==> src/rtl/motor_ramp_pkg.sv <==
// rtl/motor_ramp_pkg.sv - shared defaults and state type for the motor ramp channel
package motor_ramp_pkg;

    localparam int RAMP_RES      = 8;
    localparam int RAMP_STEP     = 4;
    localparam int RAMP_TICK_DIV = 10;
    localparam int RAMP_DIR_HOLD = 3;

    typedef enum logic [1:0] {
        ST_RUN   = 2'd0,
        ST_BRAKE = 2'd1,
        ST_HOLD  = 2'd2
    } ramp_state_e;

endpackage

==> src/rtl/motor_ramp.sv <==
// rtl/motor_ramp.sv - slew-rate limiter and brake/hold/flip direction sequencer ahead of pwm
module motor_ramp
    import motor_ramp_pkg::*;
#(
    parameter int nbits    = RAMP_RES,
    parameter int step     = RAMP_STEP,
    parameter int tick_div = RAMP_TICK_DIV,
    parameter int dir_hold = RAMP_DIR_HOLD
) (
    input  logic             clk,
    input  logic             rst,
    input  logic             en,
    input  logic [nbits:0]   cmd,
    input  logic             cmd_valid,
    output logic             cmd_ready,
    output logic [nbits-1:0] duty,
    output logic             dir,
    output logic             at_target
);

    localparam int DIV_W  = (tick_div > 1) ? $clog2(tick_div) : 1;
    localparam int HOLD_W = (dir_hold > 1) ? $clog2(dir_hold) : 1;
    localparam logic [nbits:0]   STEP_X  = (nbits + 1)'(step);
    localparam logic [nbits-1:0] MAG_MAX = '1;
    localparam logic [DIV_W-1:0]  DIV_LAST  = DIV_W'(tick_div - 1);
    localparam logic [HOLD_W-1:0] HOLD_LAST = HOLD_W'(dir_hold - 1);

    generate
        if (step < 1 || tick_div < 1 || dir_hold < 1 || step > (2 ** nbits) - 1) begin : g_bad_param
            $error("motor_ramp: invalid step/tick_div/dir_hold for nbits");
        end
    endgenerate

    ramp_state_e       state, state_nxt;
    logic [nbits-1:0]  duty_nxt, tgt_mag, tgt_mag_nxt;
    logic              dir_nxt, tgt_dir, tgt_dir_nxt;
    logic [DIV_W-1:0]  div_cnt, div_nxt;
    logic [HOLD_W-1:0] hold_cnt, hold_nxt;
    logic              tick, accept;
    logic [nbits:0]    cmd_abs;
    logic [nbits-1:0]  cmd_mag;

    // Move cur toward tgt by at most STEP_X; widened by one bit so nothing wraps.
    function automatic logic [nbits-1:0] approach(input logic [nbits-1:0] cur,
                                                  input logic [nbits-1:0] tgt);
        logic [nbits:0] c, t;
        c = {1'b0, cur};
        t = {1'b0, tgt};
        if (c < t)
            return ((t - c) > STEP_X) ? nbits'(c + STEP_X) : tgt;
        else
            return ((c - t) > STEP_X) ? nbits'(c - STEP_X) : tgt;
    endfunction

    assign tick      = en && (div_cnt == DIV_LAST);
    assign cmd_ready = en && (state == ST_RUN);
    assign accept    = cmd_valid && cmd_ready;
    assign at_target = (state == ST_RUN) && (duty == tgt_mag);

    // Only -2^nbits has a magnitude that does not fit; it saturates to full scale.
    assign cmd_abs = cmd[nbits] ? (~cmd + (nbits + 1)'(1)) : cmd;
    assign cmd_mag = cmd_abs[nbits] ? MAG_MAX : cmd_abs[nbits-1:0];

    always_ff @(posedge clk or posedge rst) begin
        if (rst) begin
            state    <= ST_RUN;
            duty     <= '0;
            dir      <= 1'b0;
            tgt_mag  <= '0;
            tgt_dir  <= 1'b0;
            div_cnt  <= '0;
            hold_cnt <= '0;
        end else begin
            state    <= state_nxt;
            duty     <= duty_nxt;
            dir      <= dir_nxt;
            tgt_mag  <= tgt_mag_nxt;
            tgt_dir  <= tgt_dir_nxt;
            div_cnt  <= div_nxt;
            hold_cnt <= hold_nxt;
        end
    end

    always_comb begin
        state_nxt   = state;
        duty_nxt    = duty;
        dir_nxt     = dir;
        tgt_mag_nxt = tgt_mag;
        tgt_dir_nxt = tgt_dir;
        div_nxt     = div_cnt;
        hold_nxt    = hold_cnt;
        if (!en) begin
            // dir deliberately survives a disable so the bridge does not flip.
            state_nxt   = ST_RUN;
            duty_nxt    = '0;
            tgt_mag_nxt = '0;
            div_nxt     = '0;
            hold_nxt    = '0;
        end else begin
            div_nxt = tick ? '0 : div_cnt + DIV_W'(1);
            case (state)
                ST_RUN: begin
                    if (tick)
                        duty_nxt = approach(duty, tgt_mag);
                    if (accept) begin
                        tgt_mag_nxt = cmd_mag;
                        if (cmd_mag != '0 && cmd[nbits] != dir) begin
                            tgt_dir_nxt = cmd[nbits];
                            state_nxt   = ST_BRAKE;
                        end
                    end
                end
                ST_BRAKE: begin
                    if (duty == '0) begin
                        state_nxt = ST_HOLD;
                        hold_nxt  = '0;
                    end else if (tick) begin
                        duty_nxt = approach(duty, '0);
                    end
                end
                ST_HOLD: begin
                    if (tick) begin
                        if (hold_cnt == HOLD_LAST) begin
                            dir_nxt   = tgt_dir;
                            state_nxt = ST_RUN;
                            hold_nxt  = '0;
                        end else begin
                            hold_nxt = hold_cnt + HOLD_W'(1);
                        end
                    end
                end
                default: state_nxt = ST_RUN;
            endcase
        end
    end

endmodule

==> config.mk <==
export PLATFORM = sky130hd
export DESIGN_NAME = motor_ramp
export DESIGN_NICKNAME = d
export VERILOG_FILES = /design/src/rtl/motor_ramp_pkg.sv /design/src/rtl/motor_ramp.sv
export SDC_FILE = /design/constraint.sdc
export NUM_CORES = 1
export LEC_CHECK = 0
export ABC_CLOCK_PERIOD_IN_PS = 3300
export BUFFER_PORTS_ARGS = -buffer_cell sky130_fd_sc_hd__buf_4
export CAP_MARGIN = 15
export CORE_MARGIN = 2
export CORE_UTILIZATION = 61
export DETAILED_ROUTE_END_ITERATION = 10
export PLACE_DENSITY = 0.93
export SLEW_MARGIN = 0
export SYNTH_ARGS = -nofsm -noshare
export SYNTH_HDL_FRONTEND = slang
export SYNTH_SLANG_ARGS = --single-unit
==> constraint.sdc <==
create_clock -name clk -period 3.3 [get_ports clk]
set_input_delay 0.33 -clock clk [delete_from_list [all_inputs] [get_ports clk]]
set_output_delay 0.33 -clock clk [all_outputs]
set_load 0.1 [all_outputs]
==> flow_summary.ini, run 1 <==
[worst_setup_path]
worst_path_max_delay_cell = ha_1
r2r-start = duty[4]
end_kind = register
crit_required_ps = 3500
rrSetupSlack_ps = 230
rr_worst_depth = 9
cp_data_arrival_time_ps = 3270
critical_path_peak_fanout = 12
crit_chain = inv_1 > ha_1 > nand4_1 > a211oi_1 > o21ai_1 > o31a_1 > or3_1 > mux2_1 > o211ai_1
worst-path-buf-inv = 1
reg2reg_to = duty[7]
critPathTopFamily = compound AO/OA/AOI/OAI gates
crit_type = register to register
critical-path-max-stage-delay_ps = 510
startpoint_type = register

[layout]
drive_gt1_share_pct = 15.9
final_cell_mix = inv_1 (27), nand2_1 (25), buf_4 (25), a21oi_1 (24), ha_1 (24)
fin_area_mm2 = 0.00297
final_common_cell = inv_1
num_antenna_cells = 0
area_growth_pct = 10.6
nets = 384

[detailed_routing]
wl_per_cell_um = 16.9
dr.pass1.iters = 7
num_vias = 2577
drc_errors = 0
drt_iter0_drc = 211
drt_wl_total_um = 6720
postRouteAntennaNets = 0
viasPerCell = 6.49

[cts]
cts_buffers = 3
cts_max_level = 1
cts_resized = 0
clk_path_buf_depth = 2
path_clk_slew_ps = 100
clk_latency_ps = 280
clockRootBuffer = clkbuf_8
cts.sinks = 26
cts_setup_buffers = 0
cts_hold_buf = 0
cts_tree = yes

[timing]
finalSetupViolCount = 0
fmax_ghz = 0.326
post-route-period-util_pct = 93.0
worst_pin_slew_ps = 965
slew_headroom_pct = 35.6
layout_setup_ws_ps = 232
grt_setup_unrepaired = no
final.min_clock_period_ps = 3070
slew_violations = 0
hold_violations = 0
fin_skew_ps = 5.22

[logic_synthesis]
yosysWarnings = 0
ys_seq_elements = 26
synth_cells = 329
synth_area_mm2 = 0.00269
synth_cell_types = 66
netlist_top_cells_area = dfrtp_1 (24%), ha_1 (11%), a21oi_1 (4.5%)
seq_area_frac_synth_pct = 24.2
synth_ff_type = dfrtp_1
synth_edf_count = 0
syn-num-nets = 367
synth_area_per_cell_um2 = 8.18
synthArstFlopShare_pct = 100
yosysTopAreaCellShare_pct = 24.2
synth_top_area_cell = dfrtp_1

[run]
maxCapViolations = 0

[grt]
grt_pass1_wl_um = 11300
grt_max_degree = 27
antenna_found_initial = 0
grt_pass1_vias = 2499
grt_usage_pct = 27.9
grt_overflow = 0

[die]
die_h_um = 70.4
rows = 24
die_w_um = 70.4
start_util_pct = 62.6
core_mm2 = 0.00429
dieArea_mm2 = 0.00496
io_pins = 24

[power]
seq_power_share_pct = 24.0
internal_power_uw = 874
power_frac_comb_pct = 59.9
p_leak_uw = 0.00127
powerDensity_mw_per_mm2 = 569
p_total_uw = 1690
p_clk_share_pct = 16.1
ir_drop_mv = 0.246
swShare_pct = 48.4
p_switching_uw = 819

[placement]
dpl_cell_area_mm2 = 0.00290
place.gp.congestion = 0.980
port_buffers = 23
dp_hpwl_um = 5170
dp_slack_ps = 343

[worst_hold_path]
min_path_type = input port to asynchronous set/reset pin

[status]
status = finished, final reports clean
[power by group through the flow]
stage          Sequential [uW]  Clock, uW  Combinational, uW
6_report                   406        272               1010
5_1_grt                    411        285               1080
4_1_cts                    405        271                987
3_5_place_dp               411          0                978
3_3_place_gp               408          0                963
2_1_floorplan              487          0                695
[state kept, by name, indices dropped and copies added (netlist names)]
signal	cells
dir	1
hold_cnt	2
tgt_mag	8
state	2
duty	8
tgt_dir	1
div_cnt	4
[cells by family after synthesis]
group / count (synthesis) / share of synthesized area [%]
simple gates: 128 / 27.3
compound gates: 84 / 21.5
buf+inv: 40 / 5.91
flops: 26 / 24.2
fa+ha+maj: 25 / 11.9
xor+xnor: 17 / 5.53
mux: 9 / 3.67
[Yosys cell counts, types with 3 or more instances]
cell type,count
inv_1,27
dfrtp_1,26
nand2_1,25
a21oi_1,24
ha_1,24
nor2_1,15
o21ai_0,15
nand3_1,13
nor3_1,13
xnor2_1,12
nand2b_1,10
nor2b_1,10
clkbuf_1,7
nor4_1,6
and2_1,5
mux2_2,5
o211ai_1,5
xor2_1,5
a31oi_1,4
buf_2,4
nand3b_1,4
nand4_1,4
nor3b_1,4
o31ai_1,3
or3_1,3
[layer usage]
metal	global-route usage [%]	part of all wire (%)
met4	11.1	2.9
met2	47.9	48
met5	0	0
met1	35.5	42
met3	3.46	6.5
[metrics by stage]
stage	setup TNS [ps]	instances	util, %	hold WS [ps]
CTS	0	397	69.3	305
floorplan	-391	329	-	370
finish	0	397	69.3	269
detailed placement	0	393	67.6	487
global placement	0	393	67.6	468
global route	0	397	69.3	308
[layout make-up]
cell class	count	area (um^2)
Clock buffer	3	41.3
Timing Repair Buffer	25	188
Clock inverter	1	30.0
Fill cell	337	1320
Sequential cell	26	657
Tap cell	52	65.1
Inverter	27	101
Multi-Input combinational cell	263	1890
[worst max path at each step]
stage | from | end | slack, ps | cells past startpoint
after floorplan | duty[7] | at_target | -390 | 4
after global placement | duty[0] | duty[0] | 390 | 9
after detailed placement | duty[0] | duty[1] | 340 | 9
after CTS | duty[0] | duty[1] | 330 | 9
after global routing | duty[4] | duty[7] | 100 | 9
final | duty[4] | duty[7] | 230 | 9
No activity file was read; power rests on OpenSTA's default activity.
==> run 2: changes to the inputs <==
Settings changed: REMOVE_ABC_BUFFERS from default to 1.
==> run 2 against run 1 <==
  * Fmax is 2.3% lower
  * Critical endpoint is now duty[1]
  * Critical path depth stayed put
  * Largest power group unchanged
  * Die area stayed put
  * Clock power is 1% lower
  * Sequential power is 3% lower
  * Sequential share of layout area is 0.16 points lower
  * Largest cell class unchanged
  * Routed wire length is 2.4% higher
==> flow_summary.ini, run 2 (synthesis results as in run 1) <==
[detailed_routing]
dr.pass1.iters = 6
viasPerCell = 6.66
postRouteAntennaNets = 0
wl_per_cell_um = 17.2
drc_errors = 0
drt_iter0_drc = 241
drt_wl_total_um = 6880
num_vias = 2656

[placement]
place_inst = 395
dp_hpwl_um = 5340
dp_slack_ps = 219
place.gp.congestion = 0.976
port_buffers = 23

[grt]
grt_max_degree = 27
met2_usage_pct = 53.0
grt_usage_pct = 29.3
globalRouteMet3Util_pct = 3.17
grt_pass1_vias = 2566
grt_overflow = 0
grt_pass1_wl_um = 11700
top_usage_layer = met2
antenna_found_initial = 0
met1_usage_pct = 36.1

[die]
io_pins = 24
start_util_pct = 62.6
rows = 24
dieArea_mm2 = 0.00496
die_h_um = 70.4
core_mm2 = 0.00429
die_w_um = 70.4

[timing]
hold_violations = 0
grt_setup_unrepaired = no
finalSetupViolCount = 0
final.min_clock_period_ps = 3140
layout_setup_ws_ps = 160
slew_headroom_pct = 35.4
post-route-period-util_pct = 95.2
worst_pin_slew_ps = 968
fmax_ghz = 0.318
fin_skew_ps = 2.27
slew_violations = 0

[cts]
cts_tree = yes
clk_path_buf_depth = 2
clockRootBuffer = clkbuf_8
cts.sinks = 26
cts_buffers = 3
clk_latency_ps = 270
path_clk_slew_ps = 90
cts_hold_buf = 0
cts_max_level = 1

[worst_hold_path]
min_path_type = input port to asynchronous set/reset pin

[layout]
area_growth_pct = 10.5
fin_cells = 399
reg_top3 = duty x8, tgt_mag x8, div_cnt x4
drive_gt1_share_pct = 14.7
final_cell_mix = inv_1 (27), buf_4 (27), nand2_1 (25), dfrtp_1 (25)
nets = 386
n_fill_cell = 362
num_antenna_cells = 0

[worst_setup_path]
critical_path_peak_fanout = 7
worst_path_max_delay_cell = or4_1
critPathLaunch = duty[0]
cp_data_arrival_time_ps = 3290
critical-path-max-stage-delay_ps = 520
reg2reg_to = duty[1]
crit_required_ps = 3450
rrSetupSlack_ps = 160
rr_worst_depth = 9
startpoint_type = register
crit_type = register to register
r2r-start = duty[0]
crit_chain = ha_1 > fa_1 > nor2b_1 > nor4b_1 > a2111oi_2 > nand4_2 > or4_1 > a41o_1 > o2bb2ai_1
end_kind = register

[status]
status = finished, final reports clean

[power]
p_leak_uw = 0.00128
ir_drop_mv = 0.234
powerDensity_mw_per_mm2 = 571

[run]
maxCapViolations = 0
run 2: cell types whose count changed in the layout (fill, tap and decap cells not counted), sizes merged:
cell / change
buf: +2
run 2: stage by stage:
| step | instance area (um^2) | utilization (%) | hold WS (ps) | total power (uW) | TNS, ps |
|---|---|---|---|---|---|
| floorplan | 2630 | - | 370 | 1160 | -13100 |
| global placement | 2900 | 67.5 | 468 | 1370 | 0 |
| detailed placement | 2900 | 67.5 | 488 | 1400 | 0 |
| CTS | 2970 | 69.2 | 295 | 1670 | 0 |
| global route | 2970 | 69.2 | 314 | 1800 | 0 |
| finish | 2970 | 69.2 | 275 | 1700 | 0 |
run 2: what timing repair did:
| item | in CTS | in global routing |
|---|---|---|
| resized for setup | 0 | 1 |
| endpoints found under the setup margin | 0 | 3 |
| buffers inserted | 0 | 0 |
run 2: how the worst max path moves through the flow:
| stage | end | slack [ps] | depth (start not counted) |
|---|---|---|---|
| 6_report | duty[1] | 160 | 9 |
| 5_1_grt | duty[0] | 40 | 9 |
| 4_1_cts | duty[1] | 160 | 9 |
| 3_5_place_dp | duty[1] | 220 | 9 |
| 3_3_place_gp | duty[0] | 340 | 9 |
| 2_1_floorplan | at_target | -1840 | 4 |
run 2: layer usage:
metal | vias to the layer above | part of all wire [%]
li1 | 1219 | -
met1 | 1273 | 40
met2 | 142 | 51
met3 | 22 | 6.3
met4 | 0 | 3.1
met5 | - | 0
run 2: final cells by class:
type	instances	area (um^2)	share of cell area, %
Clock buffer	3	41.3	1.39
Clock inverter	1	30.0	1.01
Inverter	27	101	3.41
Multi-Input combinational cell	263	1880	63.3
Sequential cell	26	652	21.9
Tap cell	52	65.1	2.19
Timing Repair Buffer	27	203	6.82
run 2: power breakdown:
group	switching [uW]	internal [uW]	total, uW
clock	106	162	268
sequential	39.6	355	394
combinational	675	360	1030
total	820	877	1700
run 2: critical path: cells and delay by family (launching register included):
kind / cells / cell delay [ps]
and+or+nand+nor: 4 / 1130
AOI/OAI and AO/OA: 3 / 780
adders and majority gates: 2 / 670
DFF: 1 / 450
==> run 3: changes to the inputs <==
Settings changed: CELL_PAD_IN_SITES_DETAIL_PLACEMENT from default to 0, CELL_PAD_IN_SITES_GLOBAL_PLACEMENT from default to 1, CORE_UTILIZATION 61 to 46, PLACE_DENSITY 0.93 to 0.94.
==> run 3 against run 2 <==
  * Non-clock buffer count up 7
  * First-iteration DRC count down 15%
  * Fmax increased by 1.3%
  * Via count down 5.6%
  * Clock power about the same
  * Combinational power barely moved
  * Sequential cell count is the same
  * Sequential power down 1%
  * Largest cell class unchanged
==> flow_summary.ini, run 3 (synthesis results as in run 1) <==
[layout]
area_growth_pct = 14.3
reg_top3 = duty x8, tgt_mag x8, div_cnt x4
drive_gt1_share_pct = 16.1
final_cell_mix = buf_4 (32), inv_1 (27), dfrtp_1 (26), nand2_1 (25)
nets = 393
num_antenna_cells = 0
final_common_cell = buf_4

[worst_setup_path]
critical_path_peak_fanout = 7
worst_path_max_delay_cell = or4_4
cp_data_arrival_time_ps = 3250
critical-path-max-stage-delay_ps = 510
crit_required_ps = 3450
crit_type = register to register
critPathTopFamily = simple AND/OR/NAND/NOR gates
worst-path-buf-inv = 0
end_kind = register
crit_chain = ha_1 > fa_1 > nor2b_1 > nor4b_1 > a2111oi_2 > nand4_2 > or4_4 > a41o_1 > o2bb2ai_1
startpoint_type = register

[die]
dieArea_mm2 = 0.00648
io_pins = 24
rows = 27
core_mm2 = 0.00557
die_w_um = 80.5
start_util_pct = 48.3
die_h_um = 80.5

[cts]
cts_max_level = 1
cts.sinks = 26
path_clk_slew_ps = 100
clk_latency_ps = 280
cts_tree = yes
cts_buffers = 3
clk_path_buf_depth = 2
clockRootBuffer = clkbuf_8

[timing]
fmax_ghz = 0.323
hold_ws_ps = 292
grt_setup_unrepaired = no
fin_skew_ps = 9.49
layout_setup_ws_ps = 200
hold_violations = 0
finalSetupViolCount = 0
slew_headroom_pct = 57.7
slew_violations = 0
post-route-period-util_pct = 93.9
final.min_clock_period_ps = 3100
worst_pin_slew_ps = 630

[power]
p_total_uw = 1710
p_leak_uw = 0.00133
ir_drop_mv = 0.325
powerDensity_mw_per_mm2 = 555

[detailed_routing]
dr.pass1.iters = 4
postRouteAntennaNets = 0
drt_wl_total_um = 6740
drt_iter0_drc = 204
drc_errors = 0
viasPerCell = 5.89
num_vias = 2508
wl_per_cell_um = 15.8

[placement]
place.gp.congestion = 0.927
dp_slack_ps = 244
dp_hpwl_um = 5260
port_buffers = 23

[grt]
grt_max_degree = 27
grt_pass1_vias = 2308
antenna_found_initial = 0
grt_pass1_wl_um = 11000
grt_usage_pct = 21.6
grt_overflow = 0

[worst_hold_path]
min_path_type = input port to register

[run]
maxCapViolations = 0

[status]
status = finished, final reports clean
[run 3: power by group]
group	leakage [uW]	switching (uW)	internal, uW
Clock	0.0000357	107	162
Sequential	0.000348	35.3	355
Combinational	0.000942	666	382
Total	0.00133	808	899
[run 3: worst reg2reg max path: cells and delay by family (launching register included)]
| family | cells | cell delay (ps) |
|---|---|---|
| AND/OR/NAND/NOR | 4 | 1120 |
| AO/OA/AOI/OAI | 3 | 750 |
| adder cells (fa/ha/maj) | 2 | 660 |
| flip-flops | 1 | 440 |
[run 3: layer usage]
layer  GRT usage (%)  up-vias  wire length, um
li1                -     1236                -
met1            30.2     1193             3140
met2            35.8       71             3100
met3            2.58        8              408
met4            4.58        0               87
met5               0        -                0
[run 3: path summary, 6_finish.rpt]
kind | cells past startpoint | to | slack (ps) | from
min in group asynchronous | 3 | div_cnt[2] | 530 | rst
min reg2reg | 1 | div_cnt[0] | 500 | div_cnt[0]
min | 2 | tgt_mag[6] | 290 | cmd_valid
max | 9 | duty[1] | 200 | duty[0]
max reg2reg | 9 | duty[1] | 200 | duty[0]
max in group asynchronous | 4 | duty[6] | 2380 | rst
[run 3: repair_timing]
item                                    CTS  global route
hold buffers                              0             1
endpoints found under the setup margin    0             1
buffers inserted                          0             0
hold endpoints to repair                  0             3
resized for setup                         0             1
[run 3: cell type report]
cell class / instances / area (um^2)
fill: 536 / 2500
sequential: 26 / 651
clock buffer: 3 / 41.3
timing repair buffer: 34 / 278
clock inverter: 1 / 30.0
inverter: 27 / 101
multi-input combinational: 263 / 1880
tap: 72 / 90.1
[run 3: stage by stage]
| step | cells | cell area [um^2] | TNS (ps) | util (%) |
|---|---|---|---|---|
| 2_1_floorplan | 316 | 2630 | -13100 | - |
| 3_3_place_gp | 420 | 2960 | 0 | 53.2 |
| 3_5_place_dp | 420 | 2960 | 0 | 53.2 |
| 4_1_cts | 424 | 3030 | 0 | 54.4 |
| 5_1_grt | 426 | 3080 | 0 | 55.2 |
| 6_report | 426 | 3080 | 0 | 55.2 |
